## src/rtl/pipe_stage_reg.sv

```systemverilog
// Elastic valid/ready pipeline register with a two-entry skid buffer, flush,
// occupancy report and saturating back-pressure counter.
module pipe_stage_reg #(
  parameter int              WIDTH          = 32,
  parameter logic [WIDTH-1:0] RESET_VAL     = '0,
  parameter bit              CLEAR_ON_FLUSH = 1'b0,
  parameter int              CNT_W          = 16
) (
  input  logic             clk,
  input  logic             reset,
  input  logic             flush,
  input  logic             in_valid,
  input  logic [WIDTH-1:0] in_data,
  output logic             in_ready,
  output logic             out_valid,
  output logic [WIDTH-1:0] out_data,
  input  logic             out_ready,
  output logic [1:0]       occupancy,
  output logic [CNT_W-1:0] stall_cnt
);

  // State encoding doubles as the occupancy count.
  localparam logic [1:0] EMPTY = 2'd0;
  localparam logic [1:0] BUSY  = 2'd1;
  localparam logic [1:0] STALL = 2'd2;

  logic [1:0]       state_p0;
  logic [1:0]       state_nxt;
  logic [WIDTH-1:0] main_p0;
  logic [WIDTH-1:0] skid_p0;
  logic             load_main;
  logic             load_skid;
  logic             main_from_skid;
  logic             stall_now;

  function automatic logic [CNT_W-1:0] sat_inc(input logic [CNT_W-1:0] v);
    return (&v) ? v : v + CNT_W'(1);
  endfunction

  always_comb begin
    state_nxt      = state_p0;
    load_main      = 1'b0;
    load_skid      = 1'b0;
    main_from_skid = 1'b0;
    case (state_p0)
      EMPTY: begin
        if (in_valid) begin
          load_main = 1'b1;
          state_nxt = BUSY;
        end
      end
      BUSY: begin
        if (in_valid && out_ready) begin
          load_main = 1'b1;
        end else if (in_valid) begin
          load_skid = 1'b1;
          state_nxt = STALL;
        end else if (out_ready) begin
          state_nxt = EMPTY;
        end
      end
      STALL: begin
        if (out_ready) begin
          load_main      = 1'b1;
          main_from_skid = 1'b1;
          state_nxt      = BUSY;
        end
      end
      default: state_nxt = EMPTY;
    endcase
    // Flush drops held and incoming data; any output transfer this cycle has already been seen.
    if (flush) begin
      state_nxt      = EMPTY;
      load_main      = 1'b0;
      load_skid      = 1'b0;
      main_from_skid = 1'b0;
    end
  end

  // ---- stage p0: control, payload and stall counter registers ----
  always_ff @(posedge clk or posedge reset) begin
    if (reset) begin
      state_p0 <= EMPTY;
    end else begin
      state_p0 <= state_nxt;
    end
  end

  always_ff @(posedge clk or posedge reset) begin
    if (reset) begin
      main_p0 <= RESET_VAL;
      skid_p0 <= RESET_VAL;
    end else if (flush && CLEAR_ON_FLUSH) begin
      main_p0 <= RESET_VAL;
      skid_p0 <= RESET_VAL;
    end else begin
      if (load_main) main_p0 <= main_from_skid ? skid_p0 : in_data;
      if (load_skid) skid_p0 <= in_data;
    end
  end

  always_ff @(posedge clk or posedge reset) begin
    if (reset) begin
      stall_cnt <= '0;
    end else if (stall_now) begin
      stall_cnt <= sat_inc(stall_cnt);
    end
  end

  assign in_ready  = (state_p0 != STALL);
  assign out_valid = (state_p0 != EMPTY);
  assign out_data  = main_p0;
  assign occupancy = state_p0;
  assign stall_now = out_valid & ~out_ready;

endmodule

```

## config.mk

```make
export PLATFORM = sky130hd
export DESIGN_NAME = pipe_stage_reg
export DESIGN_NICKNAME = d
export VERILOG_FILES = /design/src/rtl/pipe_stage_reg.sv
export SDC_FILE = /design/constraint.sdc
export NUM_CORES = 1
export LEC_CHECK = 0
export ABC_AREA = 0
export BUFFER_PORTS_ARGS = -buffer_cell sky130_fd_sc_hd__buf_2
export CORE_ASPECT_RATIO = 2
export CORE_MARGIN = 2
export CORE_UTILIZATION = 40
export DETAILED_ROUTE_END_ITERATION = 12
export MAX_ROUTING_LAYER = met4
export PLACE_DENSITY = 0.73
export SYNTH_ARGS = -nofsm -noshare
export SYNTH_HDL_FRONTEND = slang
export SYNTH_SLANG_ARGS = --single-unit
```

## constraint.sdc

```tcl
create_clock -name clk -period 2.63 [get_ports clk]
set_clock_uncertainty 0.2 [all_clocks]
set_input_delay 0 -clock clk [delete_from_list [all_inputs] [get_ports clk]]
set_output_delay 0 -clock clk [all_outputs]
set_load 0.05 [all_outputs]
```

==> results.json, run 1 <==
{
  "layoutNonFillerInstCount": 501,
  "htree_levels": 3,
  "grt_pass1_vias": 2771,
  "drv_slew": 0,
  "rr_worst_depth": 5,
  "place_congestion": 0.8859,
  "drtIter0Drc": 67,
  "p_leak_nw": 2.312,
  "start_util_pct": 40.98,
  "post-synth-top-area-cell": "dfrtp_1",
  "hold_class": "in -> async",
  "numCtsBuffers": 9,
  "r2r-end": "out_data[2]",
  "timing.critical_path.required_ps": 2640,
  "syn_to_final_growth_pct": 36.14,
  "antenna_found_initial": 0,
  "grt_pass1_wl_mm": 13.29,
  "fin_tns_setup_ps": 0,
  "finalSetupViolCount": 0,
  "crit_buf_inv": 1,
  "cp_max_fo": 15,
  "yosysUniqueCellTypes": 36,
  "dp_cells": 448,
  "crit_family": "multiplexers",
  "worstSetupPathType": "reg -> reg",
  "postPlaceCellArea_sq_um": 4305,
  "max_stage_delay_ps": 440,
  "drt_pre_antenna_iters": 4,
  "design_area_sq_um": 5029,
  "end_kind": "flip-flop",
  "reg2reg_from": "occupancy[0]",
  "syn-cell-area_sq_um": 3694,
  "synth_ff_type": "dfrtp_1",
  "portBuffers": 88,
  "fmax_mhz": 460.8,
  "ant_nets": 0,
  "cts_buffer_depth": 2,
  "syn_inst": 260,
  "cts_tree": "yes",
  "cts_root_buf": "clkbuf_16",
  "grt_max_degree": 43,
  "final_util_pct": 55.80,
  "period_needed_ps": 2170,
  "start_kind": "flip-flop",
  "worst_pin_slew_ps": 724.8,
  "antenna_cells": 0,
  "crit_chain": "nand2b_2 -> nor3b_4 -> buf_4 -> mux2_2 -> mux2_1",
  "wire_per_inst_um": 16.07,
  "drc": 0,
  "synth_fp_nets": 298,
  "cts_sinks": 82,
  "finalHoldViolCount": 0,
  "rows": 49,
  "viasPerCell": 5.148,
  "clock_latency_ps": 330,
  "period_share_pct": 82.51,
  "arrival_ps": 2180,
  "status": "finished, final reports clean",
  "hold_slack_ps": 111.5,
  "die_w_um": 71.95,
  "setup_slack_ps": 459.9,
  "drive_gt1_share_pct": 54.89,
  "ys.warnings.count": 0,
  "slew_headroom_pct": 51.62,
  "netlist_top_cells_area": "dfrtp_1 56%, mux2_2 29%, xnor2_1 2.1%",
  "rsz0062_at_grt": "no",
  "via_count": 2579,
  "drv_cap": 0,
  "drt-total-wl_mm": 8.049,
  "fp.dieH_um": 139.9,
  "track_usage_pct": 17.65,
  "synth-seq-cells": 82,
  "synth-edff-count": 0,
  "core_area_sq_um": 9012,
  "clk_pin_slew_worst_paths_ps": 60,
  "die_area_sq_um": 10060,
  "synthArstFlopShare_pct": 100.0,
  "slowest_stage": "dfrtp_1",
  "pin_count": 89,
  "hpwl_mm": 5.515,
  "peakVddDrop_mv": 0.6838,
  "synth_top_area_share_pct": 55.56,
  "grt_overflow": 0,
  "num-nets-final": 432,
  "powerDensity_nw_per_um2": 859.9,
  "synth_seq_area_share_pct": 55.56,
  "finalPower_mw": 4.324,
  "dp_slack_ps": 471.7,
  "avgSynthCellArea_sq_um": 14.21,
  "r2r_slack_ps": 460
}
-- report_power, final --
| group | total, mW | switching [mW] | leakage, nW | internal [mW] |
|---|---|---|---|---|
| Clock | 1.45 | 0.477 | 0.176 | 0.975 |
| Sequential | 1.72 | 0.175 | 1.01 | 1.54 |
| Combinational | 1.15 | 0.735 | 1.13 | 0.418 |
| Total | 4.32 | 1.39 | 2.31 | 2.94 |
-- placed cells by master, fill, tap and decap left out, drive strengths merged --
master / count
nor3: 5
o21a: 2
nand2b: 2
ha: 1
nand3b: 2
buf: 96
nand2: 6
inv: 1
xnor2: 9
clkinv: 3
nor4b: 1
nor2: 1
dlygate4sd3: 37
nand4: 8
o21ai: 2
or4: 1
o22a: 1
and4: 1
o211ai: 1
o21bai: 1
nand3: 5
bufinv: 3
and2: 2
nor4: 1
or2: 2
clkbuf: 11
nor3b: 3
nor2b: 2
a21oi: 2
a211oi: 1
and3: 3
mux2: 97
dfrtp: 82
xor2: 4
-- flip-flops by register name, indices dropped and copies added (netlist names) --
signal,count
occupancy,2
stall_cnt,16
out_data,32
skid_p0,32
-- layout make-up --
class,instances,area [sq um]
tap,102,127.6
inverter,2,8.758
clock inverter,5,100.1
sequential,82,2052
clock buffer,11,252.7
multi-input combinational,166,1604
fill,743,3984
timing repair buffer,133,883.3
-- cells by family after synthesis --
kind of cell / synth area share (%)
AND/OR/NAND/NOR: 7.825
adder cells (fa/ha/maj): 0.3387
XOR/XNOR: 3.083
multiplexers: 29.67
flip-flops: 55.56
AO/OA/AOI/OAI: 1.796
buffers and inverters: 1.728
-- worst register-to-register path, cell delays in order (launching register included) --
cell and delay (ps):
dfrtp_1 440, nand2b_2 240, nor3b_4 220, buf_4 280, mux2_2 370, mux2_1 290
-- cells in the mapped netlist (all sizes together), types with 2 or more instances --
library cell	number
nand4	8
or2	2
nand2	6
a21oi	2
nor2b	2
nand3b	2
nor3	5
nor3b	3
and2	2
nand2b	2
o21a	2
o21ai	2
nand3	5
inv	2
and3	3
dfrtp	82
buf	10
xor2	4
xnor2	9
mux2	97
-- what timing repair did --
action	in CTS	in global routing
setup buffers	0	0
hold endpoints to repair	107	0
endpoints found under the setup margin	0	0
gates resized for setup	0	0
hold buffers	37	0
-- worst max-delay path by stage --
stage | from | to | slack [ps] | cells past startpoint
4_1_cts | occupancy[0] | out_data[16] | 460 | 5
3_5_place_dp | occupancy[0] | out_data[16] | 470 | 5
5_1_grt | occupancy[0] | out_data[18] | 400 | 5
3_3_place_gp | occupancy[0] | out_data[2] | 520 | 5
6_report | occupancy[0] | out_data[2] | 460 | 5
2_1_floorplan | occupancy[1] | out_data[26] | 30 | 5
-- metal layers --
layer	routed length (um)	part of all wire [%]	GRT usage, %	vias up
li1	-	-	-	1212
met1	2962	37	17.66	1287
met2	4623	57	31.68	67
met3	302	3.8	3.597	13
met4	160	2.0	8.441	0
met5	0	0	-	-
Note: power is estimated with default switching activity, not from simulation.
==> inputs of run 2 (changes only) <==
PLACE_DENSITY = 0.75   (was 0.73)
clock period = 1.9 ns   (was 2.63 ns; I/O delays follow)
==> run 2 against run 1 <==
- the flow now finishes with violations (negative setup slack)
- clock power rose by 19%
- register-to-register slack worse by 480 ps
- design area up 13%
- global-route usage up 1.5 points
- wire length is 12% higher
- die area unchanged
- setup slack got worse by 480 ps
- non-clock buffer count is 35 higher
- via count grew 7.1%
- power grew 39%
- first-iteration DRC count grew 84%
- combinational power is 63% higher
- critical path type unchanged
==> results.json, run 2 (synthesis gave the netlist of run 1 again) <==
{
  "finalHoldViolCount": 0,
  "fin_tns_setup_ps": -199.7,
  "mostFrequentLayoutCells": "88 x buf_2, 65 x mux2_4, 64 x dfrtp_1, 36 x dlygate4sd3_1, 32 x mux2_2",
  "drt_pre_antenna_iters": 4,
  "cts_root_buf": "clkbuf_16",
  "drv_slew": 0,
  "antenna_found_initial": 0,
  "drive_gt1_share_pct": 65.44,
  "grt_pass1_wl_mm": 14.60,
  "design_area_sq_um": 5700,
  "arrival_ps": 1940,
  "worst_pin_slew_ps": 619.7,
  "finalSetupViolCount": 20,
  "pin_count": 89,
  "drtIter0Drc": 123,
  "portBuffers": 88,
  "worstSetupPathType": "reg -> reg",
  "hpwl_mm": 6.093,
  "violations": "negative setup slack",
  "fillCellCount": 696,
  "start_util_pct": 40.98,
  "num-nets-final": 467,
  "path_common_cell": "mux2_4",
  "start_kind": "flip-flop",
  "clock_latency_ps": 330,
  "numCtsBuffers": 9,
  "syn_to_final_growth_pct": 54.34,
  "period_share_pct": 101.2,
  "crit_family": "multiplexers",
  "layoutNonFillerInstCount": 536,
  "drv_cap": 0,
  "r2r_slack_ps": -20,
  "rows": 49,
  "cts_buffer_depth": 2,
  "setup_slack_ps": -22.08,
  "fmax_mhz": 520.3,
  "peakVddDrop_mv": 0.8454,
  "finalPower_mw": 6.002,
  "cts_tree": "yes",
  "grt_pass1_vias": 3044,
  "end_kind": "flip-flop",
  "clk_pin_slew_worst_paths_ps": 60,
  "die_area_sq_um": 10060,
  "track_usage_pct": 19.19,
  "slew_headroom_pct": 58.69,
  "slowest_stage": "dfrtp_2",
  "crit_buf_inv": 2,
  "via_count": 2762,
  "grt_max_degree": 50,
  "cp_max_fo": 14,
  "grt_overflow": 0,
  "drt-total-wl_mm": 9.031,
  "rsz0062_at_grt": "yes",
  "die_w_um": 71.95,
  "antenna_cells": 0,
  "cts_sinks": 82,
  "crit_chain": "nand2b_4 -> nor3b_4 -> buf_6 -> buf_12 -> mux2_4 -> mux2_4",
  "dp_cells": 473,
  "max_stage_delay_ps": 400,
  "status": "finished with violations",
  "htree_levels": 3,
  "drc": 0,
  "hold_class": "in -> async",
  "timing.critical_path.required_ps": 1920,
  "wire_per_inst_um": 16.85,
  "ant_nets": 0,
  "layout_commonest_cell": "buf_2",
  "period_needed_ps": 1922,
  "place_congestion": 0.8918,
  "powerDensity_nw_per_um2": 1053,
  "final_util_pct": 63.25,
  "postPlaceCellArea_sq_um": 4841,
  "fp.dieH_um": 139.9,
  "p_leak_nw": 2.695,
  "core_area_sq_um": 9012,
  "viasPerCell": 5.153
}
## run 2: cell count changes in the layout (fill, tap and decap cells not counted), moves of 2 or more
cell / delta
nand3_2: +5
nor2b_1: -2
mux2_2: -62
buf_12: +4
nand3_1: -5
buf_6: +5
mux2_1: -2
buf_4: +23
dfrtp_2: +18
bufinv_16: -2
clkbuf_16: +3
dfrtp_1: -18
mux2_4: +64
## run 2: tightest hold or removal path: stages
cell           delay [ps]
dlygate4sd3_1         530
buf_2                 130
clkinvlp_4             60
buf_4                 380
## run 2: layout make-up
cell class | count | area [sq um] | share of cell area [%]
Clock buffer | 11 | 242.7 | 4.258
Clock inverter | 5 | 53.80 | 0.9438
Inverter | 2 | 11.26 | 0.1975
Multi-Input combinational cell | 166 | 1918 | 33.65
Sequential cell | 82 | 2074 | 36.39
Tap cell | 102 | 127.6 | 2.239
Timing Repair Buffer | 168 | 1272 | 22.32
## run 2: power breakdown
group          internal (mW)  leakage [nW]  switching, mW
sequential              2.15         0.983          0.249
combinational          0.780          1.56           1.09
clock                   1.05         0.149          0.681
total                   3.98          2.69           2.02
## run 2: final timing paths
check,cells past startpoint,to,startpoint
max,6,out_data[19],occupancy[0]
min,4,out_data[8],reset
max reg2reg,6,out_data[19],occupancy[0]
min reg2reg,1,out_data[0],out_data[0]
max in group asynchronous,4,out_data[28],reset
min in group clk,3,skid_p0[25],in_data[25]
## run 2: through the flow
stage / hold slack (ps) / setup slack, ps
after floorplan: -137.8 / -401.7
after global placement: -54.19 / -43.07
after detailed placement: -49.86 / -66.87
after CTS: 141.1 / -75.19
after global routing: 180.4 / -59.14
final: 140.7 / -22.08
## run 2: layer usage
layer | up-vias | wire, um | part of all wire [%] | global-route usage, %
met5 | - | 0 | 0 | -
met4 | 0 | 296 | 3.3 | 9.037
met3 | 23 | 255 | 2.8 | 3.813
met2 | 67 | 5064 | 56 | 32.89
met1 | 1397 | 3415 | 38 | 20.82
li1 | 1275 | - | - | -
## run 2: what timing repair did
action / in CTS / in global routing
cloned: 0 / 4
setup endpoints to repair: 30 / 62
hold endpoints to repair: 148 / 0
resized for setup: 3 / 12
hold buffers: 37 / 0
pin swaps: 0 / 4
buffers inserted: 0 / 7
==> inputs of run 3 (changes only) <==
==> constraint.sdc (replaced) <==
create_clock -name clk -period 1.9 [get_ports clk]
set_clock_uncertainty 0.2 [all_clocks]
set_input_delay 0.095 -clock clk [delete_from_list [all_inputs] [get_ports clk]]
set_output_delay 0.095 -clock clk [all_outputs]
set_load 0.05 [all_outputs]
==> run 3 against run 2 <==
- the flow still finishes with violations (negative setup slack)
- sequential power hardly changed
- first-iteration DRC count fell by 42%
- hold slack lost 93 ps
- die area unchanged
- clock power increased by 7%
- largest power group unchanged
- global-route usage rose by 0.11 points
- critical path depth unchanged
- highest routed layer unchanged
- fmax up 0.49%
- setup slack better by 9.4 ps
- non-clock buffer count is 3 lower
- design area down 0.15%
==> results.json, run 3 (synthesis gave the netlist of run 1 again) <==
{
  "cts_buffer_depth": 2,
  "timing.critical_path.required_ps": 1910,
  "grt_pass1_vias": 2970,
  "worstSetupPathType": "reg -> reg",
  "antenna_cells": 0,
  "setup_slack_ps": -12.73,
  "rsz0062_at_grt": "yes",
  "violations": "negative setup slack",
  "mostFrequentLayoutCells": "88 x buf_2, 65 x mux2_4, 64 x dfrtp_1, 36 x dlygate4sd3_1, 32 x mux2_2",
  "fmax_mhz": 522.8,
  "ant_nets": 0,
  "drt-total-wl_mm": 9.079,
  "portBuffers": 88,
  "start_util_pct": 40.98,
  "place_congestion": 0.9004,
  "core_area_sq_um": 9012,
  "grt_overflow": 0,
  "drt_pre_antenna_iters": 4,
  "die_area_sq_um": 10060,
  "via_count": 2721,
  "end_kind": "flip-flop",
  "num-nets-final": 464,
  "p_int_mw": 4.072,
  "power_frac_seq_pct": 39.3,
  "netSwitchingPower_mw": 2.046,
  "cts_sinks": 82,
  "grt_pass1_wl_mm": 14.58,
  "finalHoldViolCount": 0,
  "drc": 0,
  "rows": 49,
  "grt_max_degree": 51,
  "numCtsBuffers": 9,
  "hold_class": "in -> reg",
  "viasPerCell": 5.105,
  "pin_count": 89,
  "powerDensity_nw_per_um2": 1075,
  "clock_latency_ps": 330,
  "p_sw_share_pct": 33.44,
  "peakVddDrop_mv": 0.9306,
  "finalPower_mw": 6.118,
  "hpwl_mm": 6.087,
  "status": "finished with violations",
  "period_share_pct": 100.7,
  "worst_pin_slew_ps": 633.5,
  "fp.dieH_um": 139.9,
  "period_needed_ps": 1913,
  "layout_commonest_cell": "buf_2",
  "start_kind": "flip-flop",
  "hold_slack_ps": 47.46,
  "slew_headroom_pct": 57.77,
  "drv_cap": 0,
  "cts_root_buf": "clkbuf_16",
  "cts_tree": "yes",
  "die_w_um": 71.95,
  "arrival_ps": 1920,
  "wire_per_inst_um": 17.03,
  "htree_levels": 3,
  "pwr-share-comb_pct": 30.4,
  "antenna_found_initial": 0,
  "syn_to_final_growth_pct": 54.10,
  "r2r_slack_ps": -10,
  "drv_slew": 0,
  "drive_gt1_share_pct": 65.20,
  "cp_max_fo": 10,
  "p_clk_share_pct": 30.2,
  "clk_pin_slew_worst_paths_ps": 60,
  "p_leak_nw": 2.678,
  "finalSetupViolCount": 14,
  "drtIter0Drc": 71,
  "track_usage_pct": 19.30
}
run 3: worst paths after layout:
check,start,endpoint,cells after the start
worst max-delay path,occupancy[0],out_data[17],6
worst min-delay path,in_valid,occupancy[0],5
worst max register to register,occupancy[0],out_data[17],6
worst min register to register,stall_cnt[5],stall_cnt[5],1
max in group asynchronous,reset,out_data[28],4
min in group asynchronous,reset,skid_p0[1],4
run 3: what timing repair did:
action                                  4_1_cts  5_1_grt
hold buffers                                 36        0
hold endpoints to repair                    148        0
endpoints found under the setup margin       20       57
gates resized for setup                      10        5
gates cloned                                  1        2
pin swaps                                     1        2
buffers inserted                              3        2
run 3: worst max-delay path: stages, from the launching register on:
cell	delay, ps
dfrtp_2	400
nand2b_4	150
nor3b_4	190
buf_6	150
buf_12	140
mux2_4	300
mux2_4	260
run 3: per-stage QoR:
stage	util [%]	instances	area (sq um)	setup slack (ps)	TNS, ps
finish	63.15	533	5692	-12.73	-71.83
global route	63.15	533	5692	-90.98	-3417
CTS	62.21	529	5607	-27.66	-508.4
detailed placement	53.71	473	4841	-73.32	-749.9
global placement	53.71	473	4841	-43.51	-379.1
floorplan	-	260	4039	-401.7	-12710
run 3: routing by layer:
| layer | global-route usage, % | up-vias | wire length [um] |
|---|---|---|---|
| li1 | - | 1270 | - |
| met1 | 21.27 | 1372 | 3569 |
| met2 | 33.43 | 66 | 5084 |
| met3 | 3.453 | 13 | 233 |
| met4 | 8.242 | 0 | 192 |
| met5 | - | - | 0 |
run 3: layout make-up:
type,count,area [sq um]
Fill cell,662,3321
Inverter,2,11.26
Timing Repair Buffer,165,1245
Sequential cell,82,2074
Tap cell,102,127.6
Clock buffer,10,229.0
Multi-Input combinational cell,166,1914
Clock inverter,6,90.09
run 3: power groups by stage:
| stage | registers [mW] | clock network (mW) | logic [mW] |
|---|---|---|---|
| 2_1_floorplan | 3.07 | 0 | 0.636 |
| 3_3_place_gp | 2.39 | 0 | 1.74 |
| 3_5_place_dp | 2.42 | 0 | 1.78 |
| 4_1_cts | 2.40 | 1.88 | 1.85 |
| 5_1_grt | 2.45 | 1.97 | 1.96 |
| 6_report | 2.41 | 1.85 | 1.86 |
